--- src/rtl/frog_pkg.sv ---
// Shared types and constants for the frog / river-log logic.
package frog_pkg;

    localparam int NUM_LOGS = 9;

    typedef logic signed [10:0] coord_x_t;
    typedef logic [9:0]         coord_y_t;

    typedef coord_x_t log_x_arr_t [NUM_LOGS];
    typedef coord_y_t log_y_arr_t [NUM_LOGS];

    typedef enum logic [1:0] {
        ST_FREE   = 2'd0,
        ST_RIDING = 2'd1,
        ST_DYING  = 2'd2,
        ST_DEAD   = 2'd3
    } rider_state_t;

    // Sign-extend an x coordinate to 12 bits so sums near the screen edge cannot wrap.
    function automatic logic signed [11:0] sext_x(input coord_x_t v);
        return {v[10], v};
    endfunction

endpackage

--- src/rtl/log_overlap.sv ---
// Combinational test of the frog's centre against every log; lowest index wins.
module log_overlap
    import frog_pkg::*;
#(
    parameter int LOG_W  = 96,
    parameter int FROG_W = 24
) (
    input  coord_x_t   frog_x,
    input  coord_y_t   frog_y,
    input  log_x_arr_t log_x,
    input  log_y_arr_t log_y,
    output logic       hit,
    output logic [3:0] hit_idx
);

    localparam logic signed [11:0] HALF_W = 12'(FROG_W / 2);
    localparam logic signed [11:0] SPAN   = 12'(LOG_W - 1);

    logic signed [11:0] cx_s;
    logic [NUM_LOGS-1:0] match_s;

    // Frog centre, compared against each log span in signed 12-bit arithmetic.
    always_comb begin
        cx_s = sext_x(frog_x) + HALF_W;
        for (int i = 0; i < NUM_LOGS; i++) begin
            match_s[i] = (frog_y == log_y[i]) &&
                         (sext_x(log_x[i]) <= cx_s) &&
                         (cx_s <= sext_x(log_x[i]) + SPAN);
        end
    end

    // Priority pick: scanning downward lets the lowest matching index overwrite the rest.
    always_comb begin
        hit     = 1'b0;
        hit_idx = 4'd0;
        for (int i = NUM_LOGS - 1; i >= 0; i--) begin
            hit_idx = match_s[i] ? 4'(i) : hit_idx;
            hit     = hit | match_s[i];
        end
    end

endmodule

--- src/rtl/log_rider.sv ---
// Per-frame tracker: riding a log, safe, or drowning, with the death sequence
// held until the lives logic acknowledges it.
module log_rider
    import frog_pkg::*;
#(
    parameter int LOG_W        = 96,
    parameter int FROG_W       = 24,
    parameter int LOG_STEP     = 1,
    parameter int RIVER_Y_MIN  = 72,
    parameter int RIVER_Y_MAX  = 167,
    parameter int X_MAX        = 639,
    parameter int DEATH_FRAMES = 30
) (
    input  logic              frame_clk,
    input  logic              Reset_n,
    input  coord_x_t          frog_x,
    input  coord_y_t          frog_y,
    input  logic              frog_hopping,
    input  log_x_arr_t        log_x,
    input  log_y_arr_t        log_y,
    input  logic              respawn_ack,
    output logic              on_log,
    output logic [3:0]        log_idx,
    output logic signed [3:0] carry_dx,
    output logic              drown,
    output logic              dying,
    output logic              dead
);

    localparam int CNT_W = $clog2(DEATH_FRAMES + 1);
    localparam logic [CNT_W-1:0]   DEATH_LOAD = CNT_W'(DEATH_FRAMES - 1);
    localparam logic [CNT_W-1:0]   CNT_ZERO   = {CNT_W{1'b0}};
    localparam logic signed [11:0] EDGE_OFF   = 12'(FROG_W - 1 + LOG_STEP);
    localparam logic signed [11:0] X_LIMIT    = 12'(X_MAX);
    localparam logic signed [3:0]  STEP_DX    = 4'(LOG_STEP);

    rider_state_t      state_q, state_d;
    logic [CNT_W-1:0]  cnt_q, cnt_d;
    logic [3:0]        idx_d;
    logic              hit_s;
    logic [3:0]        hit_idx_s;
    logic              in_river_s;
    logic              off_edge_s;

    logic              on_log_q, drown_q, dying_q, dead_q;
    logic [3:0]        log_idx_q;
    logic signed [3:0] carry_dx_q;

    log_overlap #(
        .LOG_W  (LOG_W),
        .FROG_W (FROG_W)
    ) u_overlap (
        .frog_x  (frog_x),
        .frog_y  (frog_y),
        .log_x   (log_x),
        .log_y   (log_y),
        .hit     (hit_s),
        .hit_idx (hit_idx_s)
    );

    assign in_river_s = (frog_y >= 10'(RIVER_Y_MIN)) && (frog_y <= 10'(RIVER_Y_MAX));
    // Right edge after this frame's carry would leave the visible area.
    assign off_edge_s = (sext_x(frog_x) + EDGE_OFF) > X_LIMIT;

    // Next-state logic; the death counter loads on every entry into DYING.
    always_comb begin
        state_d = state_q;
        cnt_d   = cnt_q;
        idx_d   = 4'd0;
        case (state_q)
            ST_FREE: begin
                if (frog_hopping) begin
                    state_d = ST_FREE;
                end else if (hit_s) begin
                    state_d = ST_RIDING;
                    idx_d   = hit_idx_s;
                end else if (in_river_s) begin
                    state_d = ST_DYING;
                    cnt_d   = DEATH_LOAD;
                end else begin
                    state_d = ST_FREE;
                end
            end
            ST_RIDING: begin
                if (frog_hopping) begin
                    state_d = ST_FREE;
                end else if (!hit_s || off_edge_s) begin
                    state_d = ST_DYING;
                    cnt_d   = DEATH_LOAD;
                end else begin
                    state_d = ST_RIDING;
                    idx_d   = hit_idx_s;
                end
            end
            ST_DYING: begin
                if (cnt_q == CNT_ZERO) begin
                    state_d = ST_DEAD;
                end else begin
                    cnt_d = cnt_q - {{(CNT_W-1){1'b0}}, 1'b1};
                end
            end
            ST_DEAD: begin
                if (respawn_ack) begin
                    state_d = ST_FREE;
                end else begin
                    state_d = ST_DEAD;
                end
            end
            default: begin
                state_d = ST_FREE;
                cnt_d   = CNT_ZERO;
            end
        endcase
    end

    // State, counter and registered outputs; outputs reflect the state being entered.
    always_ff @(posedge frame_clk or negedge Reset_n) begin
        if (!Reset_n) begin
            state_q    <= ST_FREE;
            cnt_q      <= CNT_ZERO;
            on_log_q   <= 1'b0;
            log_idx_q  <= 4'd0;
            carry_dx_q <= 4'sd0;
            drown_q    <= 1'b0;
            dying_q    <= 1'b0;
            dead_q     <= 1'b0;
        end else begin
            state_q    <= state_d;
            cnt_q      <= cnt_d;
            on_log_q   <= (state_d == ST_RIDING);
            log_idx_q  <= idx_d;
            carry_dx_q <= (state_d == ST_RIDING) ? STEP_DX : 4'sd0;
            drown_q    <= (state_d == ST_DYING) && (state_q != ST_DYING);
            dying_q    <= (state_d == ST_DYING);
            dead_q     <= (state_d == ST_DEAD);
        end
    end

    assign on_log   = on_log_q;
    assign log_idx  = log_idx_q;
    assign carry_dx = carry_dx_q;
    assign drown    = drown_q;
    assign dying    = dying_q;
    assign dead     = dead_q;

endmodule
--- config.mk ---
export PLATFORM = sky130hd
export DESIGN_NAME = log_rider
export DESIGN_NICKNAME = d
export VERILOG_FILES = /design/src/rtl/frog_pkg.sv /design/src/rtl/log_overlap.sv /design/src/rtl/log_rider.sv
export SDC_FILE = /design/constraint.sdc
export NUM_CORES = 1
export LEC_CHECK = 0
export CORE_MARGIN = 3
export CORE_UTILIZATION = 57
export CTS_CLUSTER_SIZE = 14
export DETAILED_ROUTE_END_ITERATION = 6
export DONT_BUFFER_PORTS = 1
export GPL_ROUTABILITY_DRIVEN = 0
export PLACE_DENSITY = 0.82
export REMOVE_ABC_BUFFERS = 1
export SYNTH_ARGS = -nofsm -noshare
export SYNTH_HDL_FRONTEND = slang
export SYNTH_SLANG_ARGS = --single-unit
--- constraint.sdc ---
create_clock -name frame_clk -period 2.4 [get_ports frame_clk]
set_input_delay 0.24 -clock frame_clk [delete_from_list [all_inputs] [get_ports frame_clk]]
set_output_delay 0.24 -clock frame_clk [all_outputs]
set_load 0.01 [all_outputs]
==> flow_metrics.env, run 1 <==
export IMPL_outcome="complete, but fails checks"
export IMPL_violations="setup timing"
export IMPL_antenna_found_initial=0
export IMPL_htreeDepth=1
export IMPL_rr_startpoint="cnt_q[0]"
export IMPL_synth_edff_count=0
export IMPL_reg2reg_depth=8
export IMPL_drt_iter0_markers=1163
export IMPL_numCtsBuffers=3
export IMPL_fmax_ghz=0.247
export IMPL_grt_max_degree=16
export IMPL_leakage_nw=4.87
export IMPL_synth_seq_cells=15
export IMPL_clk_pin_slew_ps=50
export IMPL_route_detailed_drc=0
export IMPL_fill_cells=931
export IMPL_start_util_pct=59.0
export IMPL_path_class="input pin to flip-flop"
export IMPL_place_area_mm2=0.00975
export IMPL_ant_nets=0
export IMPL_synth_top_area_cell="ha_1"
export IMPL_numClockSinks=15
export IMPL_ys_types=60
export IMPL_cp_endpoint="cnt_q[4]"
export IMPL_cp_arrival_ps=4240
export IMPL_diodes=0
export IMPL_clock_latency_ps=250
export IMPL_nNetsFinal=1665
export IMPL_max_cap_violations=0
export IMPL_synth_warnings=0
export IMPL_worstSetupStartpoint="frog_x[3]"
export IMPL_cp_max_fo=4
export IMPL_setup_viol=14
export IMPL_final_cells=1400
export IMPL_multi_input_area_mm2=0.00842
export IMPL_die_area_mm2=0.0161
export IMPL_finalCritPeriodShare_pct=169
export IMPL_drive_above_1_share_pct=25.7
export IMPL_regToRegEndpoint="cnt_q[4]"
export IMPL_seqCellArea_um2=375
export IMPL_combinationalPowerShare_pct=78.7
export IMPL_worst_slack_ps=-1650
export IMPL_synth_top_cells_by_count="ha_1 (230), xor2_1 (94), xnor2_1 (78)"
export IMPL_synth_area_mm2=0.00831
export IMPL_slew_viol_final=0
export IMPL_clock_root_buffer="clkbuf_16"
export IMPL_fp_coreArea_mm2=0.0141
export IMPL_syn_instance_count=1027
export IMPL_relSlewSlack_pct=42.9
export IMPL_synth_top_area_share_pct=34.6
export IMPL_tightest_slew_ps=845
export IMPL_dp_cells=1364
export IMPL_synth_yosys_seq_area_share_pct=4.51
export IMPL_syn_to_final_growth_pct=31.2
export IMPL_io_buffers=0
export IMPL_async_reset_ff_share_pct=100
export IMPL_crit_path_start_kind="input pin"
export IMPL_worst_r2r_setup_slack_ps=280
export IMPL_rsz0062_at_grt="true"
export IMPL_avgViaCountPerCell=7.15
export IMPL_synth_most_common_cell="ha_1"
export IMPL_ys_flop_type="dfrtp_1"
export IMPL_pwr_share_clk_pct=9.5
export IMPL_synthTopCellsByArea="ha_1 (35%), xor2_1 (9.9%), xnor2_1 (8.2%), dfrtp_1 (4.5%), a21oi_1 (3.7%)"
export IMPL_clock_path_buffers=2
export IMPL_p_int_mw=1.88
export IMPL_hold_viol=0
export IMPL_cts_tree="built"
export IMPL_grt_pass1_vias=9748
export IMPL_final_util_pct=77.4
export IMPL_dr_pass1_iters=7
export IMPL_row_count=43
export IMPL_stdcell_area_mm2=0.0109
export IMPL_wirelength_mm=36.5
export IMPL_grt_use_total_pct=38.0
export IMPL_period_minus_slack_ps=4050
export IMPL_endpoint_kind="flip-flop"
export IMPL_swShare_pct=45.6
export IMPL_pwr_share_seq_pct=11.8
export IMPL_post_drt_wl_per_cell_um=26.1
export IMPL_skew_ps=4.53
export IMPL_pwr_density_cell_mw_per_mm2=316
export IMPL_dp_hpwl_mm=24.9
export IMPL_hp_class="input pin to flip-flop"
export IMPL_die_x_um=127
export IMPL_die_h_um=127
export IMPL_grt_pass1_wl_mm=49.3
export IMPL_switchingPower_mw=1.57
export IMPL_required_ps=2590
export IMPL_grt_overflow=0
export IMPL_pre_cts_ws_ps=-1770
export IMPL_holdWs_ps=292
export IMPL_vias=10016
export IMPL_ir_worst_vdd_uv=351
export IMPL_io_pins=226
export IMPL_syn_area_per_cell_um2=8.10
cells by family (layout without fill, tap and decap cells):
kind of cell	count (synthesis)	count (layout)	synth area share (%)
AOI/OAI and AO/OA	246	246	20.1
adders and majority gates	230	230	34.6
and+or+nand+nor	300	300	19.4
other	1	3	0.0451
buffers and inverters	62	253	3.13
muxes	1	1	0.120
DFF	15	15	4.51
xor gates and xnor gates	172	172	18.1
worst min path at each step:
stage	start	to	slack, ps	cells after the start
after floorplan	Reset_n	carry_dx[0]	-60	0
after global placement	Reset_n	dying	-60	0
after detailed placement	Reset_n	cnt_q[2]	-60	0
after CTS	respawn_ack	state_q[1]	260	2
after global routing	respawn_ack	state_q[1]	280	2
final	respawn_ack	state_q[1]	290	2
layout make-up:
class | instances | area share (%)
clock buffers | 3 | 0.688
clock inverters | 1 | 0.0459
inverters | 48 | 1.90
multi-input cells | 952 | 77.2
flip-flops and latches | 15 | 3.44
well taps | 180 | 2.07
repair buffers | 201 | 14.6
sequential cells by signal, indices dropped and copies added (netlist names):
signal and flops:
dead 1, drown 1, dying 1, log_idx 4, carry_dx 1, cnt_q 5
state_q 2
critical path, cell delays in order:
cell	delay [ps]
inv_12	20
ha_4	150
nand3b_1	240
nor2_1	180
xor2_1	280
inv_2	150
ha_1	350
nand4_1	140
or4_1	180
o311ai_0	300
a31o_2	360
and3_4	200
or4_4	530
o41a_1	480
buf_6	170
nor3_4	150
nand2b_4	150
through the flow:
stage                     total power [mW]  TNS, ps
after CTS                             3.07   -13390
after global routing                  3.67   -21630
after detailed placement              2.58   -20720
final                                 3.45   -20420
after global placement                2.46   -18910
after floorplan                       1.80   -24460
layout by cell type, fill, tap and decap left out, drive strengths merged, types with 5 or more instances in the layout:
| cell type | synthesis | layout |
|---|---|---|
| nand3 | 35 | 35 |
| ha | 230 | 230 |
| nand2 | 45 | 45 |
| or2 | 12 | 12 |
| nand4 | 44 | 44 |
| nor4 | 18 | 18 |
| a31oi | 8 | 8 |
| o21ai | 37 | 37 |
| xnor2 | 78 | 78 |
| buf | 14 | 200 |
| nor2 | 47 | 47 |
| or4 | 7 | 7 |
| a21o | 19 | 19 |
| and3 | 6 | 6 |
| a21oi | 61 | 61 |
| nand4b | 5 | 5 |
| dfrtp | 15 | 15 |
| xor2 | 94 | 94 |
| nand2b | 9 | 9 |
| a211oi | 16 | 16 |
| o21bai | 14 | 14 |
| a21boi | 6 | 6 |
| o31ai | 8 | 8 |
| nor3 | 36 | 36 |
| nor2b | 25 | 25 |
| o21a | 22 | 22 |
| a311oi | 5 | 5 |
| o211ai | 11 | 11 |
| inv | 48 | 48 |
power by group through the flow:
stage,clock network (mW),logic [mW],registers (mW)
2_1_floorplan,0,1.42,0.376
3_3_place_gp,0,2.07,0.393
3_5_place_dp,0,2.18,0.399
4_1_cts,0.326,2.35,0.397
5_1_grt,0.334,2.92,0.413
6_report,0.327,2.71,0.408
routing by layer:
metal | wire (µm) | vias to the layer above | global-route usage [%]
met5 | 0 | - | 0
li1 | - | 4262 | -
met2 | 15600 | 839 | 61.7
met4 | 3560 | 0 | 21.2
met1 | 12400 | 4571 | 45.7
met3 | 5040 | 344 | 9.56
repair_timing:
item                                    CTS  global route
setup buffers                            18            16
hold buffers                              1             0
gates resized for setup                  91            48
endpoints found under the hold margin    15             0
pin swaps                                56            41
cloned                                    0             0
endpoints found under the setup margin   14            14
No activity file was read; power rests on OpenSTA's default activity.
==> run 2, diff against run 1 <==
--- a/config.mk
+++ b/config.mk
@@ -12,6 +12,7 @@
 export DONT_BUFFER_PORTS = 1
 export GPL_ROUTABILITY_DRIVEN = 0
 export PLACE_DENSITY = 0.82
+export RECOVER_POWER = 100
 export REMOVE_ABC_BUFFERS = 1
 export SYNTH_ARGS = -nofsm -noshare
 export SYNTH_HDL_FRONTEND = slang
==> results of run 2 <==
The final DEF is identical to that of run 1; final timing and power are the same.
